### config.mk
export PLATFORM = sky130hd
export DESIGN_NAME = spi_periph_sync
export DESIGN_NICKNAME = d
export VERILOG_FILES = /design/src/rtl/spi_periph_sync.sv
export SDC_FILE = /design/constraint.sdc
export NUM_CORES = 1
export LEC_CHECK = 0
export ABC_AREA = 0
export CORE_MARGIN = 5
export CORE_UTILIZATION = 57
export CTS_CLUSTER_DIAMETER = 150
export DETAILED_ROUTE_END_ITERATION = 16
export HOLD_SLACK_MARGIN = 0.05
export PLACE_DENSITY = 0.95
export SLEW_MARGIN = 40
export SYNTH_ARGS = -nofsm -noshare
export SYNTH_HDL_FRONTEND = slang
export SYNTH_SLANG_ARGS = --single-unit
### constraint.sdc
create_clock -name CLK -period 3.3 [get_ports CLK]
set_input_delay 0.66 -clock CLK [delete_from_list [all_inputs] [get_ports CLK]]
set_output_delay 0.66 -clock CLK [all_outputs]
set_load 0.02 [all_outputs]
### src/rtl/spi_periph_sync.sv
// Oversampled SPI peripheral: SCK/CS/PICO are synchronised into CLK and edges
// are detected there; valid/ready transmit holding register, multi-word frames.
module spi_periph_sync #(
  parameter int unsigned WORD_W = 16,
  parameter int unsigned CMD_W  = 8,
  parameter bit          CPOL   = 1'b0,
  parameter bit          CPHA   = 1'b0
) (
  input  logic              CLK,
  input  logic              RST,
  input  logic              SCK,
  input  logic              CS,
  input  logic              PICO,
  output logic              POCI,
  output logic              POCI_OE,
  input  logic [WORD_W-1:0] tx_data,
  input  logic              tx_valid,
  output logic              tx_ready,
  output logic [CMD_W-1:0]  cmd_byte,
  output logic              cmd_valid,
  output logic [WORD_W-1:0] rx_data,
  output logic              rx_valid,
  output logic              frame_active,
  output logic              tx_underrun,
  output logic              frame_abort
);

  localparam int unsigned CNT_W = $clog2(WORD_W);
  localparam logic [CNT_W-1:0] LAST_BIT = CNT_W'(WORD_W - 1);
  localparam logic [CNT_W-1:0] CMD_BIT  = CNT_W'(CMD_W - 1);

  localparam logic [0:0] ST_IDLE = 1'b0;
  localparam logic [0:0] ST_XFER = 1'b1;

  logic sck_s1_q, sck_s2_q, sck_d_q;
  logic cs_s1_q, cs_s2_q, cs_d_q;
  logic pico_s1_q, pico_s2_q, pico_d_q;

  logic [0:0]        state_q, state_d;
  logic [CNT_W-1:0]  bitcnt_q, bitcnt_d;
  logic [WORD_W-2:0] shift_in_q, shift_in_d;
  logic [WORD_W-1:0] shift_out_q, shift_out_d;
  logic [WORD_W-1:0] hold_q, hold_d;
  logic              full_q, full_d;
  logic [CMD_W-1:0]  cmd_q, cmd_d;
  logic              cmd_v_q, cmd_v_d;
  logic [WORD_W-1:0] rx_q, rx_d;
  logic              rx_v_q, rx_v_d;
  logic              und_q, und_d;
  logic              und_pend_q, und_pend_d;
  logic              abort_q, abort_d;

  logic              lead_ev, trail_ev, sample_ev, shift_ev;
  logic              cs_fall, cs_rise, load;
  logic [WORD_W-1:0] shift_in_nxt;

  always_ff @(posedge CLK) begin
    if (RST) begin
      sck_s1_q  <= CPOL;
      sck_s2_q  <= CPOL;
      sck_d_q   <= CPOL;
      cs_s1_q   <= 1'b1;
      cs_s2_q   <= 1'b1;
      cs_d_q    <= 1'b1;
      pico_s1_q <= 1'b0;
      pico_s2_q <= 1'b0;
      pico_d_q  <= 1'b0;
    end else begin
      sck_s1_q  <= SCK;
      sck_s2_q  <= sck_s1_q;
      sck_d_q   <= sck_s2_q;
      cs_s1_q   <= CS;
      cs_s2_q   <= cs_s1_q;
      cs_d_q    <= cs_s2_q;
      pico_s1_q <= PICO;
      pico_s2_q <= pico_s1_q;
      pico_d_q  <= pico_s2_q;
    end
  end

  assign lead_ev   = (sck_s2_q != CPOL) && (sck_d_q == CPOL);
  assign trail_ev  = (sck_s2_q == CPOL) && (sck_d_q != CPOL);
  assign sample_ev = CPHA ? trail_ev : lead_ev;
  assign shift_ev  = CPHA ? lead_ev : trail_ev;
  assign cs_fall   = !cs_s2_q && cs_d_q;
  assign cs_rise   = cs_s2_q && !cs_d_q;

  assign shift_in_nxt = {shift_in_q, pico_d_q};

  always_comb begin
    state_d     = state_q;
    bitcnt_d    = bitcnt_q;
    shift_in_d  = shift_in_q;
    shift_out_d = shift_out_q;
    hold_d      = hold_q;
    full_d      = full_q;
    cmd_d       = cmd_q;
    rx_d        = rx_q;
    und_pend_d  = und_pend_q;
    cmd_v_d     = 1'b0;
    rx_v_d      = 1'b0;
    und_d       = 1'b0;
    abort_d     = 1'b0;
    load        = 1'b0;

    case (state_q)
      ST_IDLE: begin
        bitcnt_d   = '0;
        und_pend_d = 1'b0;
        if (cs_fall) begin
          state_d = ST_XFER;
          load    = !CPHA;
        end
      end
      default: begin
        if (cs_rise) begin
          state_d    = ST_IDLE;
          bitcnt_d   = '0;
          und_pend_d = 1'b0;
          abort_d    = (bitcnt_q != '0);
        end else if (sample_ev) begin
          shift_in_d = shift_in_nxt[WORD_W-2:0];
          bitcnt_d   = (bitcnt_q == LAST_BIT) ? '0 : bitcnt_q + CNT_W'(1);
          // An empty load is reported when its word's first bit is taken, so
          // the CPHA=0 look-ahead load at the end of a frame stays silent.
          if (bitcnt_q == '0) begin
            und_d      = und_pend_q;
            und_pend_d = 1'b0;
          end
          if (bitcnt_q == CMD_BIT) begin
            cmd_d   = shift_in_nxt[CMD_W-1:0];
            cmd_v_d = 1'b1;
          end
          if (bitcnt_q == LAST_BIT) begin
            rx_d   = shift_in_nxt;
            rx_v_d = 1'b1;
            load   = !CPHA;
          end
        end else if (shift_ev) begin
          if (bitcnt_q == '0) begin
            load = CPHA;
          end else begin
            shift_out_d = shift_out_q << 1;
          end
        end
      end
    endcase

    if (load) begin
      if (full_q) begin
        shift_out_d = hold_q;
        full_d      = 1'b0;
      end else begin
        shift_out_d = '0;
        und_pend_d  = 1'b1;
      end
    end

    if (tx_valid && !full_q) begin
      hold_d = tx_data;
      full_d = 1'b1;
    end
  end

  always_ff @(posedge CLK) begin
    if (RST) begin
      state_q     <= ST_IDLE;
      bitcnt_q    <= '0;
      shift_in_q  <= '0;
      shift_out_q <= '0;
      hold_q      <= '0;
      full_q      <= 1'b0;
      cmd_q       <= '0;
      cmd_v_q     <= 1'b0;
      rx_q        <= '0;
      rx_v_q      <= 1'b0;
      und_q       <= 1'b0;
      und_pend_q  <= 1'b0;
      abort_q     <= 1'b0;
    end else begin
      state_q     <= state_d;
      bitcnt_q    <= bitcnt_d;
      shift_in_q  <= shift_in_d;
      shift_out_q <= shift_out_d;
      hold_q      <= hold_d;
      full_q      <= full_d;
      cmd_q       <= cmd_d;
      cmd_v_q     <= cmd_v_d;
      rx_q        <= rx_d;
      rx_v_q      <= rx_v_d;
      und_q       <= und_d;
      und_pend_q  <= und_pend_d;
      abort_q     <= abort_d;
    end
  end

  assign frame_active = (state_q == ST_XFER);
  assign POCI_OE      = frame_active;
  assign POCI         = POCI_OE & shift_out_q[WORD_W-1];
  assign tx_ready     = !full_q;
  assign cmd_byte     = cmd_q;
  assign cmd_valid    = cmd_v_q;
  assign rx_data      = rx_q;
  assign rx_valid     = rx_v_q;
  assign tx_underrun  = und_q;
  assign frame_abort  = abort_q;

endmodule

==> results.py <==
metrics = {
    "clock_tree": {
        "clk_pin_slew_worst_paths_ns": 0.08,
        "worst_skew_pair.late_latency_ns": 0.35,
        "cts_resized": 0,
        "numCtsBuffers": 9,
        "post_cts_buffers": 0,
        "hold_buffers": 0,
        "cts_tree": "built",
        "cts.root.buffer_cell": "clkbuf_8",
        "clock_path_buffers": 2,
        "cts_sinks": 91,
        "htreeDepth": 3,
    },
    "run": {
        "drv_cap": 0,
    },
    "place": {
        "hpwl_microns": 4739,
        "pre_cts_ws_ns": 1.070,
        "gp_congestion": 0.8763,
        "port_buffers": 53,
        "place_area_sq_um": 3931,
    },
    "logic_synthesis": {
        "syn_inst": 385,
        "synth_cell_type_count": 39,
        "synth_edf_count": 0,
        "synth_xor_area_share_pct": 0.7678,
        "yosys.area_share.simple_pct": 20.95,
        "synthAdderAreaFrac_pct": 0.7313,
        "synth_top_family_by_area": "simple AND/OR/NAND/NOR gates",
        "ys_seq_area_share_pct": 53.24,
        "synthArstFlopShare_pct": 0,
        "synth_compound_area_share_pct": 11.99,
        "ys_ff_latch": 91,
        "syn-num-nets": 409,
        "ys.flop_type": "dfxtp_1",
        "synth_warnings": 0,
        "syn_area_per_cell_sq_um": 8.888,
        "synth_mux_area_share_pct": 7.020,
        "netlist_area_sq_um": 3422,
    },
    "critical_path": {
        "cp.arrival_ns": 1.70,
        "endpoint_kind": "output pin",
        "worstPathRequired_ns": 2.64,
        "critPathLaunchType": "flip-flop",
        "worstPathMaxFanout": 11,
        "path_class": "reg2out",
        "critical_path.startpoint": "POCI_OE$_SDFF_PP0_",
        "rr_worst_depth": 6,
        "r2r-start": "bitcnt_q[0]$_SDFFE_PP0P_",
    },
    "sta": {
        "maxSlewViolCount": 0,
        "holdWs_ns": 0.4099,
        "min_period_ns": 2.356,
        "fin_crit_sh_pct": 71.40,
        "setup_slack_ns": 0.9440,
        "tns_ns": 0,
        "tightest_slew_ns": 0.6697,
        "setup-violations-final": 0,
        "rsz0062_at_grt": "false",
        "relSlewSlack_pct": 55.30,
        "clock_skew_ns": 0.009397,
        "clock.fmax_mhz": 424.4,
        "hold_viol_final": 0,
    },
    "hold_path": {
        "worstHoldPathType": "reg2reg",
        "hold_path_depth": 1,
        "hold_start": "cs_s1_q$_SDFF_PP1_",
    },
    "floorplan": {
        "pin_count": 54,
        "die_x_microns": 87.48,
        "coreArea_sq_um": 5886,
        "rows": 28,
        "dieArea_sq_um": 7653,
        "die_y_microns": 87.48,
        "initial_utilization_pct": 58.14,
    },
    "drt": {
        "met2WireLength_microns": 3672,
        "drt_iter0_drc": 198,
        "postRouteAntennaNets": 0,
        "top_layer": "met4",
        "routedLengthMet1_microns": 2998,
        "routed_via_density": 5.473,
        "drc": 0,
        "wl_per_cell_microns": 14.15,
        "wl_microns": 7144,
        "dr_total_vias": 2764,
        "wl_met3_microns": 415,
        "drt-pass1-iter-count": 4,
    },
    "global_route": {
        "overflow": 0,
        "grt_pass1_vias": 2668,
        "antenna_found_initial": 0,
        "grt_pass1_wl_microns": 12220,
        "grt.total_usage_pct": 20.05,
        "grt_max_degree": 51,
    },
    "final_layout": {
        "fin_nets": 450,
        "design_area_sq_um": 4156,
        "syn_to_final_growth_pct": 21.46,
        "multi_input_area_sq_um": 1419,
        "final_layout_size_suffix_gt1_share_pct": 6.977,
        "seqCellArea_sq_um": 1822,
        "num_antenna_cells": 0,
        "fillers": 454,
    },
    "power_and_ir_drop": {
        "vdd_ir_drop_max_mv": 0.4864,
        "p_per_area_nw_per_um2": 505.9,
        "p_leak_nw": 1.550,
    },
    "status": {
        "status": "complete, no violations",
    },
}
[cells in the final DEF (no fill, tap or decap), types with 11 or more instances in the layout]
cell type,count
a31oi_1,15
nand3_1,17
mux2i_1,24
a21oi_1,35
clkbuf_8,11
nor2_1,31
o31ai_1,15
clkdlybuf4s50_1,52
dfxtp_1,91
nand2_1,83
[per-stage QoR]
stage / util (%) / cells / total power (W)
after floorplan: - / 385 / 0.001245
after global placement: 66.79 / 490 / 0.001286
after detailed placement: 66.79 / 490 / 0.001291
after CTS: 70.62 / 505 / 0.002114
after global routing: 70.62 / 505 / 0.002184
final: 70.62 / 505 / 0.002103
[flip-flops by register name, summed over array words and instances, names as in the netlist, 4 cells and up]
| signal | cells |
|---|---|
| shift_out_q | 16 |
| shift_in_q | 15 |
| rx_data | 16 |
| bitcnt_q | 4 |
| cmd_byte | 8 |
| hold_q | 16 |
[layout make-up]
type / instances / share of cell area [%]
sequential: 91 / 43.83
multi-input combinational: 259 / 34.14
timing repair buffer: 60 / 13.91
clock buffer: 11 / 3.642
tap: 75 / 2.258
clock inverter: 4 / 1.776
inverter: 5 / 0.4515
[cell families after synthesis]
group | count (synthesis)
simple gates | 161
flops | 91
compound gates | 69
buf+inv | 35
mux | 24
xor+xnor | 3
fa+ha+maj | 2
[final timing paths]
kind | slack, ns | to
worst max-delay path | 0.94 | POCI
worst min-delay path | 0.41 | cs_s2_q$_SDFF_PP1_
worst max register to register | 1.06 | shift_out_q[15]$_SDFFE_PP0P_
worst min register to register | 0.41 | cs_s2_q$_SDFF_PP1_
[power breakdown]
part           internal (W)  switching (W)
sequential          0.00113      0.0000163
clock              0.000464       0.000372
combinational     0.0000540      0.0000709
[cell usage after synthesis (2+ instances only)]
| cell type | count | area, sq um |
|---|---|---|
| a21oi_1 | 35 | 175.2 |
| a31oi_1 | 15 | 93.84 |
| buf_2 | 9 | 45.04 |
| buf_4 | 2 | 15.01 |
| buf_8 | 2 | 30.03 |
| clkbuf_1 | 14 | 52.55 |
| dfxtp_1 | 91 | 1822 |
| ha_1 | 2 | 25.02 |
| inv_1 | 4 | 15.01 |
| mux2i_1 | 24 | 240.2 |
| nand2_1 | 83 | 311.6 |
| nand2b_1 | 2 | 12.51 |
| nand3_1 | 17 | 85.08 |
| nand4_1 | 2 | 12.51 |
| nor2_1 | 31 | 116.4 |
| nor2b_1 | 9 | 56.30 |
| nor3_1 | 3 | 15.01 |
| o31ai_1 | 15 | 112.6 |
| or2_1 | 2 | 12.51 |
| or2_2 | 3 | 18.77 |
| xor2_1 | 2 | 17.52 |
[metal layers]
layer  vias up  GRT usage [%]
met4         0          5.160
met2        75          34.66
li1       1379              -
met3         5          5.487
met5         -              0
met1      1305          24.54
[critical path, cell delays in order, from the launching register on]
cell and delay [ns]:
dfxtp_1 0.57, and2_1 0.19, clkdlybuf4s50_1 0.59
(Power assumes the default switching activity.)
